--- src/rtl/pic_int_sequencer.sv ---
// 8259A-style priority resolver and 8086 INTA sequencer: latches IR requests,
// arbitrates against IMR/ISR with rotating priority and drives the vector byte.
module pic_int_sequencer #(
  parameter logic [2:0] SPURIOUS_IR = 3'd7
) (
  input  logic       clk,
  input  logic       rst_n,
  input  logic       icw1_init,
  input  logic       ltim,
  input  logic       aeoi,
  input  logic [4:0] vec_base,
  input  logic [7:0] imr,
  input  logic [7:0] ir,
  input  logic       inta_n,
  input  logic       ocw2_valid,
  input  logic [2:0] ocw2_cmd,
  input  logic [2:0] ocw2_level,
  output logic       int_req,
  output logic [7:0] irr,
  output logic [7:0] isr,
  output logic [7:0] vec_out,
  output logic       vec_oe
);

  typedef enum logic [1:0] {
    S_IDLE,
    S_REQ,
    S_ACK1,
    S_ACK2
  } state_e;

  state_e     state_q, state_d;
  logic [7:0] ir_q;
  logic       inta_q;
  logic [7:0] irr_q, irr_d;
  logic [7:0] isr_q, isr_d;
  logic [2:0] lp_q, lp_d;
  logic       rot_q, rot_d;
  logic       int_q, int_d;
  logic [7:0] vec_q, vec_d;
  logic       oe_q, oe_d;
  logic [2:0] ack_lvl_q, ack_lvl_d;
  logic       ack_vld_q, ack_vld_d;

  logic       fall;
  logic       cand_vld, isr_vld, int_next;
  logic [2:0] cand_lvl, isr_top, cand_rank, isr_rank;
  logic [7:0] isr_set, isr_clr, irr_clr, irr_new;

  // Scan lp+1, lp+2, ... mod 8; returns {found, level} of the first set bit.
  function automatic logic [3:0] pri_pick(input logic [7:0] v, input logic [2:0] lp);
    logic       found;
    logic [2:0] lvl;
    logic [2:0] idx;
    found = 1'b0;
    lvl   = '0;
    for (int unsigned k = 0; k < 8; k++) begin
      idx = lp + 3'(k + 1);
      if (!found && v[idx]) begin
        found = 1'b1;
        lvl   = idx;
      end
    end
    return {found, lvl};
  endfunction

  assign fall = ~inta_n & inta_q;

  always_comb begin
    {cand_vld, cand_lvl} = pri_pick(irr_q & ~imr, lp_q);
    {isr_vld, isr_top}   = pri_pick(isr_q, lp_q);
    cand_rank = cand_lvl - lp_q - 3'd1;
    isr_rank  = isr_top - lp_q - 3'd1;
    int_next  = cand_vld & (~isr_vld | (cand_rank < isr_rank));
  end

  always_comb begin
    state_d   = state_q;
    int_d     = 1'b0;
    vec_d     = vec_q;
    oe_d      = oe_q;
    ack_lvl_d = ack_lvl_q;
    ack_vld_d = ack_vld_q;
    lp_d      = lp_q;
    rot_d     = rot_q;
    isr_set   = '0;
    isr_clr   = '0;
    irr_clr   = '0;

    unique case (state_q)
      S_IDLE, S_REQ: begin
        if (fall) begin
          state_d   = S_ACK1;
          ack_vld_d = cand_vld;
          ack_lvl_d = cand_vld ? cand_lvl : SPURIOUS_IR;
          if (cand_vld) begin
            isr_set[cand_lvl] = 1'b1;
            irr_clr[cand_lvl] = 1'b1;
          end
        end else begin
          int_d   = int_next;
          state_d = int_q ? S_REQ : S_IDLE;
        end
      end
      S_ACK1: begin
        if (fall) begin
          state_d = S_ACK2;
          vec_d   = {vec_base, ack_lvl_q};
          oe_d    = 1'b1;
        end
      end
      S_ACK2: begin
        oe_d = ~inta_n;
        if (inta_n) begin
          state_d = S_IDLE;
          if (aeoi && ack_vld_q) begin
            isr_clr[ack_lvl_q] = 1'b1;
            if (rot_q) lp_d = ack_lvl_q;
          end
        end
      end
      default: state_d = S_IDLE;
    endcase

    if (ocw2_valid) begin
      unique case (ocw2_cmd)
        3'b001: if (isr_vld) isr_clr[isr_top] = 1'b1;
        3'b011: isr_clr[ocw2_level] = 1'b1;
        3'b101: begin
          if (isr_vld) begin
            isr_clr[isr_top] = 1'b1;
            lp_d             = isr_top;
          end
        end
        3'b111: begin
          isr_clr[ocw2_level] = 1'b1;
          lp_d                = ocw2_level;
        end
        3'b110: lp_d  = ocw2_level;
        3'b100: rot_d = 1'b1;
        3'b000: rot_d = 1'b0;
        default: ;
      endcase
    end

    // Set after clear so an acknowledge wins over a same-cycle EOI on that bit.
    isr_d   = (isr_q & ~isr_clr) | isr_set;
    irr_new = ltim ? ir : (ir & (irr_q | ~ir_q));
    irr_d   = irr_new & ~irr_clr;
  end

  // Plain history flop: always holds the previous ir, so reset/ICW1 see it loaded.
  always_ff @(posedge clk) begin
    ir_q <= ir;
  end

  always_ff @(posedge clk or negedge rst_n) begin
    if (!rst_n) begin
      state_q   <= S_IDLE;
      inta_q    <= 1'b1;
      irr_q     <= '0;
      isr_q     <= '0;
      lp_q      <= 3'd7;
      rot_q     <= 1'b0;
      int_q     <= 1'b0;
      vec_q     <= '0;
      oe_q      <= 1'b0;
      ack_lvl_q <= '0;
      ack_vld_q <= 1'b0;
    end else if (icw1_init) begin
      state_q   <= S_IDLE;
      inta_q    <= inta_n;
      irr_q     <= '0;
      isr_q     <= '0;
      lp_q      <= 3'd7;
      rot_q     <= 1'b0;
      int_q     <= 1'b0;
      vec_q     <= '0;
      oe_q      <= 1'b0;
      ack_lvl_q <= '0;
      ack_vld_q <= 1'b0;
    end else begin
      state_q   <= state_d;
      inta_q    <= inta_n;
      irr_q     <= irr_d;
      isr_q     <= isr_d;
      lp_q      <= lp_d;
      rot_q     <= rot_d;
      int_q     <= int_d;
      vec_q     <= vec_d;
      oe_q      <= oe_d;
      ack_lvl_q <= ack_lvl_d;
      ack_vld_q <= ack_vld_d;
    end
  end

  assign int_req = int_q;
  assign irr     = irr_q;
  assign isr     = isr_q;
  assign vec_out = vec_q;
  assign vec_oe  = oe_q;

endmodule
--- config.mk ---
export PLATFORM = sky130hd
export DESIGN_NAME = pic_int_sequencer
export DESIGN_NICKNAME = d
export VERILOG_FILES = /design/src/rtl/pic_int_sequencer.sv
export SDC_FILE = /design/constraint.sdc
export NUM_CORES = 1
export LEC_CHECK = 0
export BUFFER_PORTS_ARGS = -buffer_cell sky130_fd_sc_hd__buf_4
export CAP_MARGIN = 25
export CORE_ASPECT_RATIO = 0.7
export CORE_MARGIN = 1
export CORE_UTILIZATION = 55
export CTS_CLUSTER_DIAMETER = 40
export DETAILED_ROUTE_END_ITERATION = 8
export PLACE_DENSITY_LB_ADDON = 0.3
export SETUP_SLACK_MARGIN = 0.05
export SLEW_MARGIN = 10
export SYNTH_ARGS = -nofsm -noshare
export SYNTH_HDL_FRONTEND = slang
export SYNTH_SLANG_ARGS = --single-unit
--- constraint.sdc ---
create_clock -name clk -period 12.64 [get_ports clk]
set_input_delay 2.528 -clock clk [delete_from_list [all_inputs] [get_ports clk]]
set_output_delay 2.528 -clock clk [all_outputs]
set_load 0.03 [all_outputs]
==> results of run 1 <==
## per-layer routing
metal / routed length, um / vias up / GRT usage
met5: 0 / - / 0
met4: 199 / 0 / 0.0898
met3: 1160 / 18 / 0.0736
met2: 5150 / 223 / 0.437
met1: 5540 / 1937 / 0.449
li1: - / 1807 / -
## layout make-up
class	count	area [um2]
Clock inverter	2	16.3
Fill cell	639	2670
Sequential cell	45	1090
Multi-Input combinational cell	369	2930
Timing Repair Buffer	59	443
Inverter	16	65.1
Tap cell	98	123
Clock buffer	6	82.6
## synthesized netlist by cell type, drive strengths merged, types with 6 or more instances
master / number / area [um2]
ha: 6 / 75.1
inv: 12 / 45.0
nor2: 39 / 146
nand3: 10 / 50.1
mux2i: 26 / 260
buf: 11 / 82.6
or2b: 7 / 63.8
dfrtp: 33 / 826
o21ai: 19 / 95.1
dfxtp: 8 / 160
nor2b: 10 / 62.6
nand2: 58 / 218
nor3: 10 / 55.1
a221oi: 8 / 70.1
mux4: 25 / 574
or3: 8 / 55.1
mux2: 9 / 101
a21oi: 28 / 140
clkbuf: 12 / 105
nand2b: 9 / 56.3
## cells by family (layout without fill, tap and decap cells)
kind of cell / count (synthesis) / in the layout / share of synthesized area
and+or+nand+nor: 185 / 185 / 0.234
AOI/OAI and AO/OA: 108 / 108 / 0.179
muxes: 60 / 60 / 0.219
DFF: 45 / 45 / 0.255
buffers and inverters: 39 / 83 / 0.0592
adders and majority gates: 8 / 8 / 0.0270
xor gates and xnor gates: 8 / 8 / 0.0270
## through the flow
step	std cells	utilization	total power, mW	worst slack [ns]
2_1_floorplan	453	-	0.308	6.66
3_3_place_gp	587	0.627	0.353	6.46
3_5_place_dp	587	0.627	0.357	6.36
4_1_cts	595	0.640	0.454	6.50
5_1_grt	595	0.640	0.480	6.15
6_report	595	0.640	0.456	6.49
## worst paths after layout
check                         from  endpoint  slack (ns)  depth (start not counted)
min                        ir_q[2]    irr[2]        0.41                          1
max in group asynchronous    rst_n    inta_q       10.09                          1
max                        lp_q[0]   int_req        6.49                         15
min reg2reg                ir_q[2]    irr[2]        0.41                          1
min in group asynchronous    rst_n     rot_q        2.19                          1
max reg2reg                lp_q[0]   int_req        6.49                         15
## state kept, by name, summed over array words and instances, names as in the netlist
signal     count
ir_q           8
isr            8
inta_q         1
irr            8
ack_lvl_q      3
lp_q           3
vec_out        8
state_q        2
int_req        1
vec_oe         1
ack_vld_q      1
rot_q          1
## power groups by stage
| stage | clock [mW] | sequential (mW) | combinational [mW] |
|---|---|---|---|
| after global routing | 0.104 | 0.174 | 0.201 |
| after global placement | 0 | 0.174 | 0.179 |
| after CTS | 0.0981 | 0.172 | 0.184 |
| after floorplan | 0 | 0.172 | 0.137 |
| final | 0.0973 | 0.172 | 0.187 |
| after detailed placement | 0 | 0.175 | 0.183 |
==> results.toml, run 1 <==
[final_layout]
drive_above_1_share = 0.258
antenna_cells = 0
final_cell_area_mm2 = 0.00475
syn_to_final_growth_pct = 11.2
final_cell_mix = "buf_4, nand2_1, nor2_1"
fin_nets = 538
mostFrequentLayoutCell = "buf_4"

[power]
power_density_mw_per_mm2 = 96.1
seqPwrFrac = 0.378
switchingPower_uw = 181
vdd_drop_max_v = 0.0000703
p_int_uw = 275
sw_frac_of_total = 0.396
p_leak_nw = 2.03
p_clk_frac = 0.213
share_comb_of_total_power = 0.409

[die]
coreArea_mm2 = 0.00742
die_h_um = 75.7
ios = 60
dieArea_mm2 = 0.00813
rows = 26
initial_core_util = 0.576
dieWidth_um = 107

[placement]
numPortBuffers = 59
place.gp.congestion = 0.965
post-dp-hpwl_um = 8860
place_area_mm2 = 0.00465

[clock_tree]
clk-insertion-delay-late_ns = 0.30
clockRootBuffer = "clkbuf_8"
clk_pin_slew_ns = 0.09
cts.sinks = 45
cts_resized = 0
numCtsBuffers = 5
h-tree-depth = 2
ctsHoldBuffers = 0
cts_setup_buffers = 0
cts_buffer_depth = 2
cts_tree = "built"

[critical_path]
critical-path-max-stage-delay_ns = 1.07
worstPathRequired_ns = 12.87
crit_family = "adder cells"
cp_data_arrival_time_ns = 6.38
cp-end-kind = "register"
path_class = "reg -> reg"
slowest_stage = "dfstp_2"
cp_max_fo = 29
cp_cell_sequence = "clkinv_4, ha_1, clkinv_1, mux4_2, or4_4, nor3_1, o2bb2ai_1, and2_2, clkinv_1, ha_1, fa_1, ha_1, a21o_1, a21o_1, a21oi_1"
path_buf_inv = 3
cpMostUsedCell = "ha_1"
critPathLaunchType = "register"

[global_routing]
overflow = 0
grt_pass1_vias = 3640
antenna_found_initial = 0
grt_util_all_layers = 0.302
grt_pass1_wl_um = 18800
grt_max_degree = 38

[logic_synthesis]
yosys.cell_types.count = 80
ys_seq_area_frac = 0.255
synth_area_per_cell_um2 = 9.43
synth_ff_type = "dfrtp_1"
syn_area_mm2 = 0.00427
yosys_warnings = 0
ys_seq_elements = 45
synth_edf_count = 0
syn_nets = 495
async_reset_ff_frac = 0.822
syn_inst = 453

[sta]
final_max_slew_viol_count = 0
min_period_over_period = 0.486
period_needed_ns = 6.15
hold_violations = 0
setup_viol = 0
slew_headroom = 0.371
rsz0062_at_grt = "no"
holdWs_ns = 0.412
finalSetupTns_ns = 0
finClkSkew_ns = 0.00533
max_slew.worst_pin.slew_ns = 0.942
fmax_mhz = 163

[routing]
ant_nets = 0
wirelength_um = 12100
drt_first_pass_iters = 5
drt-vias-per-instance = 6.70
wl_per_cell_um = 20.3
vias = 3985
drcViolationCount = 0
first_iter_violations = 359

[hold_path]
hold_class = "reg -> reg"

[run_status]
status = "completed"

[job]
maxCapViolations = 0
Power figures use the tool's default switching activity.
==> inputs of run 2 (changes only) <==
--- a/config.mk
+++ b/config.mk
@@ -9,7 +9,7 @@
 export CAP_MARGIN = 25
 export CORE_ASPECT_RATIO = 0.7
 export CORE_MARGIN = 1
-export CORE_UTILIZATION = 55
+export CORE_UTILIZATION = 53
 export CTS_CLUSTER_DIAMETER = 40
 export DETAILED_ROUTE_END_ITERATION = 8
 export PLACE_DENSITY_LB_ADDON = 0.3
==> constraint.sdc (replaced) <==
create_clock -name clk -period 4.95 [get_ports clk]
set_input_delay 0.99 -clock clk [delete_from_list [all_inputs] [get_ports clk]]
set_output_delay 0.99 -clock clk [all_outputs]
set_load 0.03 [all_outputs]
==> results.toml, run 2 (synthesis results as in run 1) <==
[placement]
numPortBuffers = 59
place.gp.congestion = 0.987
placedCellCount = 596
post-dp-hpwl_um = 9360
place_area_mm2 = 0.00472

[critical_path]
critical-path-max-stage-delay_ns = 0.57
reg2reg_depth = 15
rrSetupSlack_ns = 0.29
cp_data_arrival_time_ns = 4.87
slowest_stage = "xor2_1"
timing.rr.end = "int_req"
worstPathRequired_ns = 5.16
cp_max_fo = 10
cp_cell_sequence = "inv_2, ha_4, xor2_1, mux4_2, mux2i_1, a21oi_1, o211ai_1, and2_2, clkinv_1, ha_1, fa_1, ha_1, a21o_1, a21o_1, a21oi_1"
cp-end-kind = "register"
timing.rr.start = "lp_q[1]"
path_class = "reg -> reg"
critPathLaunchType = "register"

[die]
initial_core_util = 0.566
coreArea_mm2 = 0.00755
dieWidth_um = 109
rows = 26
die_h_um = 77.1
ios = 60
dieArea_mm2 = 0.00843

[clock_tree]
numCtsBuffers = 5
ctsHoldBuffers = 0
cts.sinks = 45
h-tree-depth = 2
cts_buffer_depth = 2
cts_resized = 0
cts_setup_buffers = 0
clk_pin_slew_ns = 0.06
clockRootBuffer = "clkbuf_16"
cts_tree = "built"
clk-insertion-delay-late_ns = 0.28

[global_routing]
antenna_found_initial = 0
grt_pass1_vias = 3866
grt_pass1_wl_um = 20200
grt_util_all_layers = 0.312
overflow = 0
grt_max_degree = 38

[routing]
vias = 4260
drt_first_pass_iters = 5
drcViolationCount = 0
ant_nets = 0
wirelength_um = 12800
drt-vias-per-instance = 7.04
wl_per_cell_um = 21.2
first_iter_violations = 436

[hold_path]
min_to = "irr[6]"
hold_start = "ir_q[6]"
hold_class = "reg -> reg"
min_path_cells = 1

[power]
power_density_mw_per_mm2 = 262
vdd_drop_max_v = 0.000192
power_mw = 1.28
p_leak_nw = 2.10

[final_layout]
layout.cells.non_filler = 605
antenna_cells = 0
mostFrequentLayoutCell = "buf_4"
final_cell_area_mm2 = 0.00489
syn_to_final_growth_pct = 14.6
fin_nets = 548
final_cell_mix = "buf_4, nand2_1, nor2_1"
drive_above_1_share = 0.276

[sta]
holdWs_ns = 0.411
min_period_over_period = 0.942
hold_violations = 0
rsz0062_at_grt = "no"
max_slew.worst_pin.slew_ns = 0.705
finClkSkew_ns = 0.00474
slew_headroom = 0.528
setup_viol = 0
final_max_slew_viol_count = 0
fmax_mhz = 214
period_needed_ns = 4.66
finalSetupTns_ns = 0

[run_status]
status = "completed"

[job]
maxCapViolations = 0
## run 2: cell count changes in the layout (fill, tap and decap cells not counted)
cell / delta
clkbuf_2: +1
inv_1: -1
buf_4: +8
buf_6: +1
clkbuf_8: -5
inv_2: +1
ha_1: -1
clkbuf_16: +5
ha_4: +1
## run 2: cell type report
cell class | count | area (um2)
timing repair buffer | 69 | 519
tap | 98 | 123
multi-input combinational | 369 | 2940
clock inverter | 2 | 16.3
fill | 612 | 2660
inverter | 16 | 65.1
clock buffer | 6 | 139
sequential | 45 | 1090
## run 2: how the worst max path moves through the flow
stage	from	endpoint	slack (ns)	depth (start not counted)
after floorplan	lp_q[1]	int_req	0.06	21
after global placement	imr[7]	int_req	0.20	15
after detailed placement	imr[6]	int_req	0.12	15
after CTS	lp_q[1]	int_req	0.16	16
after global routing	lp_q[0]	int_req	0.07	15
final	lp_q[1]	int_req	0.29	15
## run 2: through the flow
step	worst slack [ns]	util
final	0.287	0.648
after CTS	0.158	0.645
after floorplan	0.0620	-
after detailed placement	0.121	0.625
after global placement	0.196	0.625
after global routing	0.0732	0.648
## run 2: metal layers
layer  vias to the layer above  GRT usage  part of all wire
li1                       1846          -                 -
met1                      2076      0.471              0.44
met2                       291      0.443              0.43
met3                        47     0.0748              0.11
met4                         0     0.0787             0.020
met5                         -          0                 0
## run 2: critical path: cells and delay by family, from the launching register on
family                     cells  cell delay (ns)
xor gates and xnor gates       1             0.57
adders and majority gates      4             1.32
and+or+nand+nor                1             0.31
AOI/OAI and AO/OA              5             0.72
muxes                          2             0.65
DFF                            1             0.55
buffers and inverters          2             0.46
## run 2: report_power, final
group | internal [mW] | total (mW) | switching (mW)
clock network | 0.203 | 0.345 | 0.143
registers | 0.390 | 0.427 | 0.0373
logic | 0.208 | 0.509 | 0.301
total | 0.801 | 1.28 | 0.481
==> inputs of run 3 (changes only) <==
--- a/config.mk
+++ b/config.mk
@@ -5,7 +5,7 @@
 export SDC_FILE = /design/constraint.sdc
 export NUM_CORES = 1
 export LEC_CHECK = 0
-export BUFFER_PORTS_ARGS = -buffer_cell sky130_fd_sc_hd__buf_4
+export BUFFER_PORTS_ARGS = -buffer_cell sky130_fd_sc_hd__buf_2
 export CAP_MARGIN = 25
 export CORE_ASPECT_RATIO = 0.7
 export CORE_MARGIN = 1
==> results.toml, run 3 (synthesis results as in run 1) <==
[critical_path]
timing.rr.start = "lp_q[2]"
cp_max_fo = 12
timing.rr.end = "int_req"
worstPathRequired_ns = 5.16
reg2reg_depth = 13
path_buf_inv = 1
path_class = "reg -> reg"
slowest_stage = "dfstp_2"
worst-path-stages = 13
endpoint = "int_req"
critPathLaunchType = "register"
worstSetupStartpoint = "lp_q[2]"
cp_data_arrival_time_ns = 4.94
rrSetupSlack_ns = 0.22
cp_cell_sequence = "xor2_1, mux4_2, mux2i_1, a21oi_1, o211ai_1, and2_2, clkinv_1, ha_1, fa_1, ha_1, a21o_1, a21o_1, a21oi_1"
cp-end-kind = "register"
crit_family = "adder cells"
critical-path-max-stage-delay_ns = 0.86

[sta]
fmax_mhz = 211
holdWs_ns = 0.412
setup_viol = 0
slew_headroom = 0.444
finalSetupTns_ns = 0
period_needed_ns = 4.73
finClkSkew_ns = 0.00558
final_max_slew_viol_count = 0
max_slew.worst_pin.slew_ns = 0.834
rsz0062_at_grt = "no"
hold_violations = 0
min_period_over_period = 0.955

[routing]
first_iter_violations = 463
vias = 4095
wl_per_cell_um = 20.9
drt_first_pass_iters = 5
wirelength_um = 12600
drt-vias-per-instance = 6.77
ant_nets = 0
drcViolationCount = 0

[die]
dieWidth_um = 109
ios = 60
coreArea_mm2 = 0.00755
die_h_um = 77.1
rows = 26
dieArea_mm2 = 0.00843
initial_core_util = 0.566

[clock_tree]
numCtsBuffers = 5
ctsHoldBuffers = 0
cts_setup_buffers = 0
clk-insertion-delay-late_ns = 0.29
cts.sinks = 45
clockRootBuffer = "clkbuf_16"
cts_tree = "built"
cts_buffer_depth = 2
clk_pin_slew_ns = 0.07
h-tree-depth = 2

[final_layout]
final_core_util = 0.627
drive_above_1_share = 0.274
syn_to_final_growth_pct = 10.9
final_cell_area_mm2 = 0.00473
mostFrequentLayoutCell = "buf_2"
antenna_cells = 0
final_cell_mix = "buf_2, nand2_1, nor2_1"
fin_nets = 548

[run_status]
status = "completed"

[power]
power_density_mw_per_mm2 = 265
vdd_drop_max_v = 0.000220
p_leak_nw = 2.06

[job]
maxCapViolations = 0

[global_routing]
grt_max_degree = 38
grt_util_all_layers = 0.312
grt_pass1_wl_um = 20100
antenna_found_initial = 0
overflow = 0
grt_pass1_vias = 3722

[placement]
post-dp-hpwl_um = 9430
place.gp.congestion = 1.01
place_area_mm2 = 0.00457
numPortBuffers = 59

[hold_path]
min_path_cells = 1
hold_class = "reg -> reg"
run 3: changes by cell type in the layout (fill, tap and decap cells not counted), sizes merged:
| cell | before | now |
|---|---|---|
| buf | 68 | 69 |
| clkbuf | 7 | 6 |
| inv | 13 | 12 |
| clkinv | 4 | 5 |
run 3: timing repair:
item | CTS | global route
resized for setup | 0 | 3
setup endpoints to repair | 0 | 1
endpoints found under the hold margin | 0 | 0
run 3: through the flow:
step | total power, mW | setup WS, ns | std cells
3_5_place_dp | 0.908 | 0.0977 | 596
6_report | 1.25 | 0.221 | 605
4_1_cts | 1.24 | 0.160 | 604
3_3_place_gp | 0.899 | 0.176 | 596
5_1_grt | 1.31 | 0.0685 | 605
2_1_floorplan | 0.788 | 0.0620 | 453
run 3: layout make-up:
| type | count | area, um2 |
|---|---|---|
| Fill cell | 660 | 2810 |
| Clock inverter | 2 | 16.3 |
| Timing Repair Buffer | 69 | 372 |
| Multi-Input combinational cell | 369 | 2940 |
| Inverter | 16 | 65.1 |
| Clock buffer | 6 | 129 |
| Sequential cell | 45 | 1090 |
| Tap cell | 98 | 123 |
run 3: worst min-delay path by stage:
stage,start,to,slack (ns)
after floorplan,ir_q[1],irr[1],0.39
after global placement,ir_q[2],irr[2],0.39
after detailed placement,ir_q[1],irr[1],0.40
after CTS,ir_q[1],irr[1],0.41
after global routing,ir_q[2],irr[2],0.43
final,ir_q[1],irr[1],0.41
run 3: per-layer routing:
metal	track usage	wire (um)	vias up
met5	0	0	-
met4	0.0520	129	0
met3	0.0740	1260	19
met2	0.446	5480	237
met1	0.482	5780	2000
li1	-	-	1839
run 3: power breakdown:
group	internal, mW	leakage (nW)	switching [mW]
Clock	0.188	0.0671	0.145
Sequential	0.390	0.558	0.0355
Combinational	0.194	1.44	0.301
Total	0.772	2.06	0.481
run 3: worst register-to-register path, cell delays in order (launching register included):
cell and delay, ns:
dfstp_2 0.86, xor2_1 0.63, mux4_2 0.41, mux2i_1 0.26
a21oi_1 0.10, o211ai_1 0.16, and2_2 0.33, clkinv_1 0.36
ha_1 0.33, fa_1 0.46, ha_1 0.30, a21o_1 0.15
a21o_1 0.16, a21oi_1 0.15
